[config.mk]
export PLATFORM = sky130hd
export DESIGN_NAME = fb_write_arbiter
export DESIGN_NICKNAME = d
export VERILOG_FILES = /design/src/rtl/fb_write_arbiter.sv
export SDC_FILE = /design/constraint.sdc
export NUM_CORES = 1
export LEC_CHECK = 0
export CORE_MARGIN = 2
export CORE_UTILIZATION = 47
export CTS_CLUSTER_DIAMETER = 200
export DETAILED_ROUTE_END_ITERATION = 10
export PLACE_DENSITY_LB_ADDON = 0.12
export SYNTH_ARGS = -nofsm -noshare
export SYNTH_HDL_FRONTEND = slang
export SYNTH_SLANG_ARGS = --single-unit
[constraint.sdc]
create_clock -name clk -period 5.1 [get_ports clk]
set_input_delay 1.02 -clock clk [delete_from_list [all_inputs] [get_ports clk]]
set_output_delay 1.02 -clock clk [all_outputs]
set_load 0.005 [all_outputs]
[src/rtl/fb_write_arbiter.sv]
// fb_write_arbiter: round-robin arbiter that shares the framebuffer pixel-write
// port between drawing engines. A grant is held for a whole primitive, up to MAX_GRANT cycles.
// Ports: clk, rst (sync, active-high); req_valid/req_last/req_addr/req_data in and
// req_ready out, one lane per engine; fb_valid/fb_addr/fb_data/fb_src out and
// fb_ready in, toward the framebuffer; busy and burst_err (sticky) status out.
module fb_write_arbiter #(
  parameter int NUM_REQ   = 5,
  parameter int ADDR_W    = 19,
  parameter int DATA_W    = 8,
  parameter int MAX_GRANT = 1024,
  localparam int SRC_W    = $clog2(NUM_REQ),
  localparam int CNT_W    = $clog2(MAX_GRANT)
) (
  input  logic                      clk,
  input  logic                      rst,
  input  logic [NUM_REQ-1:0]        req_valid,
  input  logic [NUM_REQ-1:0]        req_last,
  input  logic [NUM_REQ*ADDR_W-1:0] req_addr,
  input  logic [NUM_REQ*DATA_W-1:0] req_data,
  output logic [NUM_REQ-1:0]        req_ready,
  output logic                      fb_valid,
  output logic [ADDR_W-1:0]         fb_addr,
  output logic [DATA_W-1:0]         fb_data,
  output logic [SRC_W-1:0]          fb_src,
  input  logic                      fb_ready,
  output logic                      busy,
  output logic                      burst_err
);

  typedef enum logic {IDLE, GRANT} state_t;

  localparam logic [CNT_W-1:0] CNT_MAX = CNT_W'(MAX_GRANT - 1);
  localparam logic [SRC_W-1:0] LAST_IDX = SRC_W'(NUM_REQ - 1);

  state_t           state, state_n;
  logic [SRC_W-1:0] gnt, gnt_n;
  logic [SRC_W-1:0] rr_ptr, ptr_n;
  logic [CNT_W-1:0] cnt, cnt_n;
  logic             err_n;
  logic             slot_free;
  logic             accept;
  logic             found;
  logic [SRC_W-1:0] pick;
  logic [SRC_W-1:0] gnt_inc;

  assign slot_free = !fb_valid || fb_ready;
  assign gnt_inc   = (gnt == LAST_IDX) ? '0 : gnt + 1'b1;
  assign busy      = (state == GRANT) || fb_valid;

  // First valid engine at or after rr_ptr, wrapping.
  always_comb begin
    int j;
    found = 1'b0;
    pick  = '0;
    for (int k = 0; k < NUM_REQ; k++) begin
      j = int'(rr_ptr) + k;
      if (j >= NUM_REQ) j = j - NUM_REQ;
      if (!found && req_valid[j]) begin
        found = 1'b1;
        pick  = SRC_W'(j);
      end
    end
  end

  always_comb begin
    state_n   = state;
    gnt_n     = gnt;
    ptr_n     = rr_ptr;
    cnt_n     = cnt;
    err_n     = burst_err;
    req_ready = '0;
    accept    = 1'b0;
    case (state)
      IDLE: begin
        if (found) begin
          gnt_n   = pick;
          cnt_n   = '0;
          state_n = GRANT;
        end
      end
      GRANT: begin
        req_ready[gnt] = slot_free;
        accept         = slot_free && req_valid[gnt];
        if (cnt != CNT_MAX) cnt_n = cnt + 1'b1;
        // A last beat on the watchdog cycle counts as a normal release.
        if (accept && req_last[gnt]) begin
          state_n = IDLE;
          ptr_n   = gnt_inc;
        end else if (cnt == CNT_MAX) begin
          state_n = IDLE;
          ptr_n   = gnt_inc;
          err_n   = 1'b1;
        end
      end
      default: state_n = IDLE;
    endcase
  end

  always_ff @(posedge clk) begin
    if (rst) begin
      state     <= IDLE;
      gnt       <= '0;
      rr_ptr    <= '0;
      cnt       <= '0;
      burst_err <= 1'b0;
    end else begin
      state     <= state_n;
      gnt       <= gnt_n;
      rr_ptr    <= ptr_n;
      cnt       <= cnt_n;
      burst_err <= err_n;
    end
  end

  // Output slice: loads on accept, holds while stalled.
  always_ff @(posedge clk) begin
    if (rst) begin
      fb_valid <= 1'b0;
      fb_addr  <= '0;
      fb_data  <= '0;
      fb_src   <= '0;
    end else if (accept) begin
      fb_valid <= 1'b1;
      fb_addr  <= req_addr[gnt*ADDR_W +: ADDR_W];
      fb_data  <= req_data[gnt*DATA_W +: DATA_W];
      fb_src   <= gnt;
    end else if (fb_ready) begin
      fb_valid <= 1'b0;
    end
  end

endmodule
# After elaboration in Yosys (flattened, before gate mapping)
# Index checks and enable logic that the tools add are counted.
# classes
addsub	11
multipliers	1
n_lt_le_gt_ge	12
n_eq_ne	5
shift	2
muxes	50
bitwise_logic	3
reduce_logical	20
# ops
op	n
$lt A32 B5 Y1 const B	5
$mux W32	5
$shiftx A95 B9 Y19	1
$shiftx A40 B7 Y8	1
$mux W1	24
$mux W3	8
$bmux W1 S3	7
$mux W10	2
$pmux W10 S2	1
$sub A4 B3 Y5 const B	4
$ge A4 B3 Y1 const B	4
$add A10 B1 Y10 const B	1
$eq A10 B10 Y1 const B	1
$ne A10 B10 Y1 const B	1
$add A3 B2 Y4 const B	2
$mul A3 B5 Y8 const B	1
$logic_and A1 B1 Y1	7
$reduce_and A2 Y1	3
$and A5 B5 Y5	1
$logic_not A1 Y1	5
$mux W5	1
$add A3 B1 Y4 const B	1
$add A3 B3 Y4 const B	1
$lt A3 B4 Y1 const B	1
13 further kinds	16
# totals
register_bits	49
out_inout_bits	38
word_cells	113

# Logic depth before layout (Yosys ltp)
# Gate-level depths: netlist (run 1).
# depth
word_depth	20
ltp_mapped	15

# Least setup slack after synthesis (run 1)
# Ideal clock, no wire load.
# synth_path
kind	flip-flop to flip-flop
from	register rr_ptr[0]
to	register cnt[7]
setup_time_ns	0.070
t_arrival_ns	3.238
slack_ns	1.792
stages_incl_launch_ff	15
cell_sequence	dfxtp_1 buf_6 buf_2 inv_1 ha_1 buf_4 inv_1 a32o_1 or4_4 o211ai_2 a211oi_2 a31o_1 buf_6 a2111o_1 a21oi_1
# synth_via
elab_chain_len	20
# synth_rtl
item	line	source
from (decl)	37	logic [SRC_W-1:0] rr_ptr, ptr_n;
from (signal assigned)	109	rr_ptr <= ptr_n;
branches (longest 17 deep; another with $sub A4 B3 Y5)	-	
$mux W1 *	58	if (!found && req_valid[j]) begin
$ne A2 B2 Y1 (no line) *	-	
$reduce_and A2 Y1 (no line) *	-	
to (signal assigned)	110	cnt <= cnt_n;
to (decl)	38	logic [CNT_W-1:0] cnt, cnt_n;
# Mark *: on every way between the ends. The select of a mux whose other input is x is not followed.
# A chain may end at the register's enable or synchronous reset.

# Worst setup path after layout (run 1)
# layout_path
from	input port fb_ready
to	output port req_ready[0]
# layout_via
elab_chain_len	3
# layout_rtl
item	line	source
from (decl)	25	input logic fb_ready,
$logic_or A1 B1 Y1	46	assign slot_free = !fb_valid || fb_ready;
$and A5 B5 Y5 (no line)	-	
$mux W5	73	case (state)
to (decl)	20	output logic [NUM_REQ-1:0] req_ready,
# Every way passes these cells.

==> results of run 1 <==
==> layout by cell type, fill, tap and decap left out, types with 3 or more instances in the layout <==
master	netlist	final
nand3b_1	3	3
a211oi_1	8	8
mux2i_1	40	40
mux4_2	4	4
a21oi_1	52	52
or3_1	4	4
o221ai_1	19	19
clkdlybuf4s50_1	0	185
a221oi_1	7	7
o31ai_1	5	5
inv_1	12	12
o32ai_1	3	3
buf_4	1	9
nand2_1	32	32
mux2_2	8	8
dfxtp_1	49	47
o22ai_1	4	4
o2111ai_1	3	3
clkbuf_8	0	5
and3_1	5	5
o21ai_0	30	30
nor2_1	80	79
nand4_1	3	3
a311oi_1	5	5
nor3_1	17	17
a22oi_1	12	12
nand2b_1	14	14
nand3_1	8	8
or2_2	5	5
a21o_1	3	3
nor2b_1	11	11
ha_1	16	16
o41ai_1	3	3
==> cells by family after synthesis <==
| kind of cell | Yosys count | share of synthesized area (%) |
|---|---|---|
| AOI/OAI and AO/OA | 180 | 29.51 |
| xor gates and xnor gates | 4 | 0.8264 |
| adders and majority gates | 16 | 4.721 |
| buffers and inverters | 53 | 5.252 |
| DFF | 49 | 23.13 |
| muxes | 52 | 13.69 |
| and+or+nand+nor | 196 | 22.87 |
==> registers in the layout, summed over array words and instances (netlist names) <==
register,flops
fb_valid,1
rr_ptr,3
fb_src,3
burst_err,1
gnt,3
fb_addr,19
fb_data,8
cnt,10
state,1
==> metrics by stage <==
step	total power, mW	cells
2_1_floorplan	1.736	550
3_3_place_gp	2.307	811
4_1_cts	2.584	819
3_5_place_dp	2.341	811
5_1_grt	2.790	819
6_report	2.586	819
==> cell type report <==
type | count | area (sq um)
timing repair buffer | 194 | 1919
tap | 108 | 135.1
clock buffer | 5 | 68.82
sequential | 49 | 983.4
multi-input combinational | 448 | 3044
clock inverter | 3 | 21.27
inverter | 12 | 45.04
fill | 692 | 2504
==> worst min-delay path, stage by stage, from the launching register on <==
cell and delay, ns:
dfxtp_1 0.32, nand2_1 0.05, a21oi_1 0.05
==> cells in the mapped netlist (7+ instances only) <==
| cell type | count |
|---|---|
| inv_1 | 12 |
| dfxtp_1 | 49 |
| nand2_1 | 32 |
| clkbuf_1 | 29 |
| nor2_1 | 80 |
| a21oi_1 | 52 |
| ha_1 | 16 |
| a22oi_1 | 12 |
| o21ai_0 | 30 |
| nor3_1 | 17 |
| nand3_1 | 8 |
| nor2b_1 | 11 |
| o221ai_1 | 19 |
| mux2i_1 | 40 |
| mux2_2 | 8 |
| nand2b_1 | 14 |
| a221oi_1 | 7 |
| a211oi_1 | 8 |
==> report_power, final <==
group          total (mW)  leakage, nW  internal (mW)  switching, mW
combinational        1.77         1.76          0.789          0.982
clock               0.234       0.0445         0.0976          0.136
sequential          0.581        0.401          0.483         0.0985
total                2.59         2.21           1.37           1.22
==> layer usage <==
layer | up-vias | GRT usage (%) | share of wire (%)
met3 | 34 | 5.887 | 6.7
li1 | 2389 | - | -
met2 | 213 | 51.04 | 49
met5 | - | 0 | 0
met4 | 0 | 10.43 | 3.1
met1 | 2375 | 36.69 | 41
==> final timing paths <==
check                           startpoint           end  slack, ns  depth (start not counted)
worst min-delay path             fb_src[0]     fb_src[0]       0.46                          2
worst min register to register   fb_src[0]     fb_src[0]       0.46                          2
worst max-delay path              fb_ready  req_ready[0]       1.26                          6
worst max register to register   rr_ptr[0]        cnt[7]       1.45                         10
==> flow_summary_export.csv, run 1 <==
group,metric,value,unit
clock_tree,clk_latency,0.31,ns
route,vias_per_cell,6.118,
layout,design_area,0.006217,sq mm
pwr,irDropWorstVdd,0.3295,mV
global_route,grt_usage,29.62,%
critical_path,crit_buf_inv,2,
clock_tree,numCtsBuffers,5,
clock_tree,htreeDepth,2,
timing,fin_crit_sh,75.22,%
clock_tree,clk_path_buf_depth,2,
synth,synthArstFlopShare,0,%
critical_path,critPathMaxStageDelay,0.54,ns
synth,synth_top_area_share,23.13,%
route,vias,5011,
clock_tree,cts_setup_buffers,0,
pwr,p_leak,2.208,nW
route,post_drt_wl_per_cell,18.22,microns
layout,syn_to_final_growth,46.62,%
timing,rsz0062_at_grt,"no",
timing,setup-violations-final,0,
critical_path,end_kind,"primary output",
floorplan,rows,34,
floorplan,pin_count,186,
run_status,status,"finished clean",
route,drt_iter0_drc,304,
timing,max_slew.worst_pin.slew,1.105,ns
clock_tree,clock-sinks,49,
pwr,p_per_area,415.9,mW/mm^2
critical_path,crit_top_cell,"clkdlybuf4s50_1",
synth,synth.cell_area,0.004240,sq mm
clock_tree,clk_pin_slew,0.09,ns
synth,syn-num-nets,714,
timing,holdWs,0.4640,ns
synth,seq_area_frac_synth,23.13,%
critical_path,crit_required,4.08,ns
synth,syn_area_per_cell,7.710,sq um
global_route,overflow,0,
synth,synth_area_leaders,"dfxtp_1, mux2i_1, nor2_1",
floorplan,core_area,0.008721,sq mm
layout,drive_gt1_share,6.610,%
synth,synth_edf_count,0,
timing,fmax,260.7,MHz
clock_tree,cts_root_buffer,"clkbuf_8",
critical_path,path_max_fanout,4,
timing,fin_worst_skew,0.009765,ns
synth,ys_ff_latch,49,
min_path,hp-class,"flop to flop",
critical_path,cp_cell_sequence,"clkdlybuf4s50_1 > nand2b_1 > nand2_1 > or2_2 > nor3_1 > clkdlybuf4s50_1",
timing,relSlewSlack,26.09,%
global_route,grt_pass1_wl,23870,microns
critical_path,slowest_stage,"clkdlybuf4s50_1",
layout,finalCoreUtilization,71.29,%
synth,ys.flop_type,"dfxtp_1",
run,cap_violations,0,
route,ant_nets,0,
timing,setup-tns-final,0,ns
layout,layout.nets,874,
floorplan,fp.dieH,98.99,microns
place,dp_hpwl,11300,microns
place,dp_slack,1.275,ns
clock_tree,ctsHoldBuffers,0,
floorplan,die_width,98.99,microns
route,route.detailed.drc,0,
timing,setup_ws,1.264,ns
critical_path,worstSetupPathType,"primary input to primary output",
route,drt_pass1_iterations,5,
floorplan,die-area,0.009798,sq mm
place,dpl-instance-area,0.006127,sq mm
critical_path,arrival,2.82,ns
critical_path,crit_family,"buffers and inverters",
synth,syn_inst,550,
timing,finalHoldViolCount,0,
global_route,grt_max_degree,48,
global_route,grt_pass1_vias,4882,
floorplan,initial_utilization,48.62,%
synth,synth_cell_types,70,
critical_path,worst_setup_path_start_kind,"primary input",
route,wirelength,14920,microns
clock_tree,cts_resized,0,
synth,synth_largest_area_cell,"dfxtp_1",
place,place.gp.congestion,0.9104,
layout,diodes,0,
synth,yosysWarningCount,0,
global_route,antenna_found_initial,0,
timing,maxSlewViolCount,0,
clock_tree,cts_tree,"done",
place,port-buffer-count,185,
timing,period_needed,3.836,ns
(Power assumes the default switching activity.)
==> inputs of run 2 (changes only) <==
--- a/config.mk
+++ b/config.mk
@@ -6,7 +6,7 @@
 export NUM_CORES = 1
 export LEC_CHECK = 0
 export CORE_MARGIN = 2
-export CORE_UTILIZATION = 47
+export CORE_UTILIZATION = 43
 export CTS_CLUSTER_DIAMETER = 200
 export DETAILED_ROUTE_END_ITERATION = 10
 export PLACE_DENSITY_LB_ADDON = 0.12
==> constraint.sdc (replaced) <==
create_clock -name clk -period 3.85 [get_ports clk]
set_input_delay 0.77 -clock clk [delete_from_list [all_inputs] [get_ports clk]]
set_output_delay 0.77 -clock clk [all_outputs]
set_load 0.005 [all_outputs]
==> flow_summary_export.csv, run 2 (synthesis results as in run 1) <==
group,metric,value,unit
timing,setup_ws,0.3760,ns
place,dp_hpwl,11360,microns
place,port-buffer-count,185,
floorplan,fp.dieH,103.3,microns
pwr,irDropWorstVdd,0.2948,mV
timing,rsz0062_at_grt,"no",
global_route,grt_pass1_vias,4616,
pwr,fin_total_pwr,3.478,mW
global_route,overflow,0,
floorplan,rows,36,
clock_tree,clk_pin_slew,0.11,ns
pwr,switchingPower,1.614,mW
place,dp_slack,0.4148,ns
clock_tree,clk_path_buf_depth,2,
clock_tree,numCtsBuffers,5,
pwr,seqPwrFrac,22.4,%
min_path,hp-class,"flop to flop",
clock_tree,clock-sinks,49,
critical_path,worst_setup_path_start_kind,"flop",
floorplan,die-area,0.01067,sq mm
clock_tree,htreeDepth,2,
layout,largest_reg_flops,19,
run_status,status,"finished clean",
pwr,sw_frac_of_total,46.39,%
critical_path,path_max_fanout,10,
timing,setup-tns-final,0,ns
timing,fin_worst_skew,0.01807,ns
floorplan,die_width,103.3,microns
route,wirelength,14860,microns
layout,diodes,0,
layout,largest-register,"fb_addr",
layout,final_cell_mix,"clkdlybuf4s50_1, nor2_1, a21oi_1",
global_route,grt_max_degree,55,
route,route.detailed.drc,0,
timing,fin_crit_sh,90.23,%
route,drt_pass1_iterations,5,
critical_path,crit_required,4.09,ns
route,vias_per_cell,5.807,
floorplan,pin_count,186,
clock_tree,ctsHoldBuffers,0,
layout,reg_top3,"fb_addr (19), cnt (10), fb_data (8)",
critical_path,worstSetupPathType,"flop to flop",
timing,max_slew.worst_pin.slew,0.5779,ns
route,ant_nets,0,
route,vias,4930,
clock_tree,cts_resized,0,
clock_tree,cts_root_buffer,"clkbuf_8",
global_route,grt_usage,27.44,%
clock_tree,clk_latency,0.31,ns
timing,finalHoldViolCount,0,
critical_path,arrival,3.71,ns
clock_tree,cts_setup_buffers,0,
layout,drive_gt1_share,7.263,%
global_route,antenna_found_initial,0,
pwr,clockPowerShare,9.8,%
timing,maxSlewViolCount,0,
timing,period_needed,3.474,ns
run,cap_violations,0,
floorplan,core_area,0.009684,sq mm
clock_tree,cts_tree,"done",
route,drt_iter0_drc,226,
route,post_drt_wl_per_cell,17.50,microns
layout,final_common_cell,"clkdlybuf4s50_1",
floorplan,initial_utilization,43.79,%
pwr,p_int,1.864,mW
layout,syn_to_final_growth,48.45,%
timing,relSlewSlack,61.47,%
place,place.gp.congestion,0.9267,
global_route,grt_pass1_wl,23050,microns
pwr,comb_power_share,67.8,%
pwr,p_leak,2.235,nW
critical_path,end_kind,"flop",
timing,setup-violations-final,0,
layout,layout.nets,879,
timing,fmax,287.9,MHz
pwr,p_per_area,552.5,mW/mm^2
==> run 2: worst paths after layout <==
check,cells past startpoint,startpoint,endpoint,slack (ns)
setup reg to reg,10,rr_ptr[1],cnt[6],0.38
hold / removal,2,fb_src[0],fb_src[0],0.46
hold reg to reg,2,fb_src[0],fb_src[0],0.46
setup / recovery,10,rr_ptr[1],cnt[6],0.38
==> run 2: power groups by stage <==
stage          logic (mW)  registers [mW]  clock network [mW]
6_report             2.36           0.779               0.342
5_1_grt              2.59           0.801               0.363
4_1_cts              2.35           0.777               0.344
3_5_place_dp         2.34           0.785                   0
3_3_place_gp         2.31           0.783                   0
2_1_floorplan        1.57           0.725                   0
==> run 2: layout make-up <==
| type | count | area (sq um) |
|---|---|---|
| clock buffers | 6 | 82.58 |
| clock inverters | 2 | 16.27 |
| fillers | 859 | 3390 |
| inverters | 12 | 45.04 |
| multi-input cells | 448 | 3044 |
| flip-flops and latches | 49 | 983.4 |
| well taps | 133 | 166.4 |
| repair buffers | 199 | 1957 |
==> run 2: per-layer routing <==
metal | part of all wire (%) | up-vias | routed length [microns] | track usage, %
met5 | 0 | - | 0 | 0
met3 | 7.2 | 25 | 1075 | 6.788
li1 | - | 2396 | - | -
met2 | 52 | 204 | 7667 | 48.85
met4 | 2.2 | 0 | 322 | 7.287
met1 | 39 | 2305 | 5795 | 32.99
==> run 2: metrics by stage <==
step	instance area (sq um)	hold WS, ns	utilization [%]	std cells
after floorplan	4240	0.4469	-	550
after global placement	6196	0.4450	63.98	841
after detailed placement	6196	0.4503	63.98	841
after CTS	6295	0.4622	65.00	849
after global routing	6295	0.4875	65.00	849
final	6295	0.4604	65.00	849
==> run 2: worst max-delay path, stage by stage, from the launching register on <==
cell      delay [ns]
dfxtp_1         0.43
inv_1           0.20
ha_1            0.49
buf_4           0.23
mux4_2          0.51
o21ai_0         0.17
nand3_1         0.24
a211oi_2        0.31
a31o_1          0.41
nand2b_1        0.24
a21oi_1         0.17
==> edit 1, RTL diff (settings of run 1) <==
Set the parameter `MAX_GRANT` to 512 (it was 1024).
--- a/src/rtl/fb_write_arbiter.sv
+++ b/src/rtl/fb_write_arbiter.sv
@@ -7,7 +7,7 @@
   parameter int NUM_REQ   = 5,
   parameter int ADDR_W    = 19,
   parameter int DATA_W    = 8,
-  parameter int MAX_GRANT = 1024,
+  parameter int MAX_GRANT = 512,
   localparam int SRC_W    = $clog2(NUM_REQ),
   localparam int CNT_W    = $clog2(MAX_GRANT)
 ) (
Behaviour: same outputs for any inputs over 4 cycles, from zero or initial values and one cycle with rst high; that may be too few to reach the edited logic, so the function may still have changed.
==> edit 1 against run 1 <==
Wire length shrank 4.2%. Synthesized area shrank 5.6%. Register-to-register slack got worse by 0.89 ns. Synthesized cell count down 18%. Design area fell by 4.4%. Setup slack got worse by 0.71 ns. Total power down 3.3%. Sequential cell count fell by 1. Cell count decreased by 13%. Critical path type is now flip-flop to flip-flop.
==> edit 1: results (changes against run 1) <==
[route]
drtIter0Drc=243  ; -20%
met3WireLength_um=1260  ; +27%
finalWirelength_um=14300  ; -4.2%
dr_total_vias=4455  ; -11%
wirelength_met1_um=5500  ; -9.7%
wl_met2_um=7110  ; -3.5%

[global_routing]
via_count_of_the_first_global_routing_pass=4226  ; -13%
global_route.usage.total_pct=29.5  ; -0.14 points
grt_first_pass_wirelength_um=21500  ; -10%

[min_path]
hold_path_depth=2  ; unchanged

[timing]
fin_crit_ns=4.54  ; +0.707 ns
fin_worst_skew_ns=0.00282  ; -0.00695 ns
timing_worst_slew_pin_value_ns=1.10  ; +0.000233 ns

[finish]
fin_cells=715  ; -13%
drive_gt1_share_pct=10.5  ; +3.9 points
design.final.nets=774  ; -11%
fillCellCount=627  ; -9.4%
antenna_cells_inserted=0  ; unchanged
largest_registers=fb_addr (19), cnt (9), fb_data (8)

[logic_synthesis]
compound_cell_area_share_of_the_yosys_netlist_pct=25.2  ; -4.3 points
ys_types=61  ; -13%
mappedNetlistNets=616  ; -14%
synthArstFlopShare_pct=0  ; unchanged
ys_seq_area_share_pct=24.0  ; +0.87 points
synth.avg_cell_area_um2=8.87  ; +15%
synth.area.mux_share_pct=19.4  ; +5.7 points
post_synth_xor_area_fraction_pct=1.09  ; +0.27 points
synth.cells.most_frequent=nor2_1 (51), dfxtp_1 (48), nor3_1 (36)
synth_adder_area_share_pct=5.31  ; +0.59 points
synth_area_leaders=dfxtp_1 (24%), mux4_2 (16%), a221oi_1 (5.9%)

[worst_setup_path]
critPathArrivalTime_ns=4.76  ; +1.94 ns
critical-path-top-delay-family=simple AND/OR/NAND/NOR gates
crit_start=rr_ptr[1]
worstSetupEndpoint=cnt[6]
reg2reg_depth=12  ; +2
cp_slowest_cell=dfxtp_1
timing.reg2reg.setup_slack_ns=0.56  ; -0.89 ns
cp_max_fo=13  ; +9
crit_path_max_incr_delay_ns=0.65  ; +0.11 ns

[power]
total_leakage_power_nw=2.10  ; -5.0%
ir_drop_uv=284  ; -14%

[placed_design]
hpwlAfterDp_um=10800  ; -4.9%
numPlacedInstances=707  ; -13%
detailedPlace.worstSlack_ns=0.646  ; -0.629 ns
final_weighted_congestion_in_routability_driven_placement=0.902  ; -0.89%
dpl_cell_area_um2=5850  ; -4.5%

[status]
outcome=finished, final reports clean

[clocking]
ctsRootBufferMaster=clkbuf_8

==> edit 1: changes by cell type after synthesis, sizes merged, moves of 18 or more <==
cell and delta:
a21oi -31, a221oi +20, mux2i -31, mux4 +25
nand2 -18, nor2 -29, nor3 +19, o221ai -20
==> edit 1: cell type report <==
type	instances	area, µm²	share of cell area, %
inverter	20	75.1	1.26
clock buffer	7	86.3	1.45
multi-input combinational	345	2800	47.2
tap	105	131	2.21
timing repair buffer	189	1880	31.6
sequential	48	963	16.2
clock inverter	1	7.51	0.126
==> edit 1: tightest hold or removal path, delay by kind of cell (launching register included) <==
family	cells	cell delay, ns
flip-flops	1	0.32
AND/OR/NAND/NOR	2	0.14
==> edit 1: metal layers <==
metal | vias up | GRT usage (%)
met5 | - | 0
met4 | 0 | 10.0
met3 | 37 | 7.83
met2 | 217 | 50.2
met1 | 2119 | 35.9
li1 | 2082 | -
==> edit 1: report_power, final <==
group	total, mW	switching [mW]	internal (mW)	leakage [nW]
combinational	1.63	0.807	0.823	1.66
sequential	0.626	0.140	0.486	0.393
clock	0.244	0.134	0.110	0.0445
==> edit 1: worst min-delay path by stage <==
| stage | from | end |
|---|---|---|
| 3_3_place_gp | burst_err | burst_err |
| 5_1_grt | fb_data[1] | fb_data[1] |
| 2_1_floorplan | cnt[0] | cnt[0] |
| 4_1_cts | fb_addr[14] | fb_addr[14] |
| 6_report | fb_addr[14] | fb_addr[14] |
| 3_5_place_dp | burst_err | burst_err |
==> edit 1: metrics by stage <==
step,power [mW],hold WS (ns)
2_1_floorplan,1.68,0.461
3_3_place_gp,2.22,0.470
3_5_place_dp,2.25,0.472
4_1_cts,2.50,0.499
5_1_grt,2.68,0.517
6_report,2.50,0.497
==> edit 1: kinds of logic (layout without fill, tap and decap cells) <==
kind of cell               count (synthesis)  after routing
adders and majority gates                 17             17
and+or+nand+nor                          152            152
xor gates and xnor gates                   5              5
muxes                                     41             41
AOI/OAI and AO/OA                        130            130
DFF                                       48             48
buffers and inverters                     58            217
==> edit 2, RTL diff (flow settings as in run 1) <==
Without the edit above. Reset style: asynchronous (`rst`), changed in 2 clocked blocks.
--- a/src/rtl/fb_write_arbiter.sv
+++ b/src/rtl/fb_write_arbiter.sv
@@ -96,7 +96,7 @@
     endcase
   end
 
-  always_ff @(posedge clk) begin
+  always_ff @(posedge clk or posedge rst) begin
     if (rst) begin
       state     <= IDLE;
       gnt       <= '0;
@@ -113,7 +113,7 @@
   end
 
   // Output slice: loads on accept, holds while stalled.
-  always_ff @(posedge clk) begin
+  always_ff @(posedge clk or posedge rst) begin
     if (rst) begin
       fb_valid <= 1'b0;
       fb_addr  <= '0;
Check against the original RTL: differs if rst is asserted again (counterexample within 4 cycles, from zero or initial values and one cycle with rst high); with rst held inactive, the same outputs for 4 cycles.
==> edit 2 against run 1 <==
Maximum frequency increased by 3.3%. Sequential cell count unchanged. Total power up 41%. Sequential power rose by 28%. First-iteration DRC count up 40%. Wire length down 4.9%. Design area shrank 0.78%. Synthesized area is 0.68% higher. Setup slack improved by 0.12 ns. Critical endpoint is now req_ready[1]. Largest power group unchanged. Highest routed layer unchanged.
==> edit 2: results (changes against run 1) <==
[min_path]
hold_path_depth=1  ; -1
type_of_the_most_critical_hold_path=flip-flop to flip-flop

[global_routing]
met1_usage_pct=34.1  ; -2.6 points
grt_start_max_net_pins=59  ; +23%
via_count_of_the_first_global_routing_pass=4288  ; -12%
grt_first_pass_wirelength_um=21700  ; -9.2%
grtUsageMet2_pct=49.5  ; -1.5 points
grtUsageMet3_pct=5.76  ; -0.12 points
global_route.usage.total_pct=27.9  ; -1.7 points

[power]
total_leakage_power_nw=2.45  ; +11%
ir_drop_uv=413  ; +25%

[logic_synthesis]
synthArstFlopShare_pct=100  ; +100 points
mappedNetlistNets=624  ; -13%
synth_area_leaders=dfrtp_1 (29%), mux4_2 (12%), mux2i_1 (6.1%)
ys_seq_area_share_pct=28.7  ; +5.6 points
ys_types=68  ; -2.9%
synth.avg_cell_area_um2=9.28  ; +20%
synth.cells.most_frequent=dfrtp_1 (49), nor2_1 (48), a21oi_1 (43)

[route]
drtIter0Drc=427  ; +40%
finalWirelength_um=14200  ; -4.9%
wl_met2_um=7210  ; -2.3%
dr_total_vias=4359  ; -13%
wirelength_met1_um=5500  ; -9.6%
met3WireLength_um=1140  ; +14%
avgRoutedWirePerCell_um=19.4  ; +6.5%

[worst_setup_path]
critPathArrivalTime_ns=2.69  ; -0.13 ns
cp_max_fo=5  ; +1
reg2reg_depth=12  ; +2

[clocking]
post_cts_buffers=0  ; unchanged
clk-insertion-delay-late_ns=0.31  ; about the same
cts_clock_pin_slew_for_the_worst_setup_and_hold_paths_ns=0.09  ; about the same
cts-hold-fix-buffers=0  ; unchanged

[finish]
design.final.nets=786  ; -10%
fillCellCount=730  ; +5.5%
drive_gt1_share_pct=10.9  ; +4.3 points

[timing]
fin_worst_skew_ns=0.00608  ; -0.00368 ns
maxSlewHeadroom_pct=31.9  ; +5.8 points

[placed_design]
numPlacedInstances=723  ; -11%
dpl_cell_area_um2=6080  ; -0.76%
hpwlAfterDp_um=11000  ; -2.7%
detailedPlace.worstSlack_ns=1.44  ; +0.165 ns
final_weighted_congestion_in_routability_driven_placement=0.990  ; +8.7%

[status]
outcome=finished, final reports clean

==> edit 2: cell count changes after synthesis, moves of 9 or more <==
| cell | delta |
|---|---|
| dfxtp_1 | -49 |
| clkbuf_1 | -13 |
| o221ai_1 | -19 |
| a21oi_1 | -9 |
| mux4_2 | +18 |
| mux2i_1 | -14 |
| nor2_1 | -32 |
| a22oi_1 | +11 |
| dfrtp_1 | +49 |
| nor2b_1 | -11 |
==> edit 2: where the power goes <==
part / internal (mW) / leakage (nW) / switching (mW) / total [mW]
combinational: 1.29 / 1.83 / 1.39 / 2.67
clock: 0.0968 / 0.0374 / 0.133 / 0.230
sequential: 0.561 / 0.582 / 0.182 / 0.743
total: 1.95 / 2.45 / 1.70 / 3.65
==> edit 2: final timing paths <==
kind | slack [ns] | from | endpoint
worst max-delay path | 1.39 | fb_ready | req_ready[1]
worst min-delay path | 0.48 | burst_err | burst_err
worst max register to register | 1.42 | rr_ptr[0] | gnt[2]
worst min register to register | 0.48 | burst_err | burst_err
max in group asynchronous | 3.15 | rst | gnt[1]
min in group asynchronous | 1.27 | rst | gnt[0]
==> edit 2: cell families (layout without fill, tap and decap cells) <==
group | count (synthesis) | count (layout) | share of synthesized area (%)
compound gates | 141 | 141 | 21.1
xor+xnor | 10 | 10 | 2.05
fa+ha+maj | 16 | 16 | 4.69
buf+inv | 48 | 211 | 6.42
flops | 49 | 49 | 28.7
mux | 55 | 55 | 20.3
simple gates | 141 | 141 | 16.8
==> edit 2: layout make-up <==
type	instances	area (µm²)	area share (%)
multi-input cells	363	2780	45.0
inverters	12	45.0	0.730
clock buffers	6	72.6	1.18
clock inverters	2	15.0	0.243
repair buffers	191	1900	30.8
well taps	108	135	2.19
flip-flops and latches	49	1230	19.9
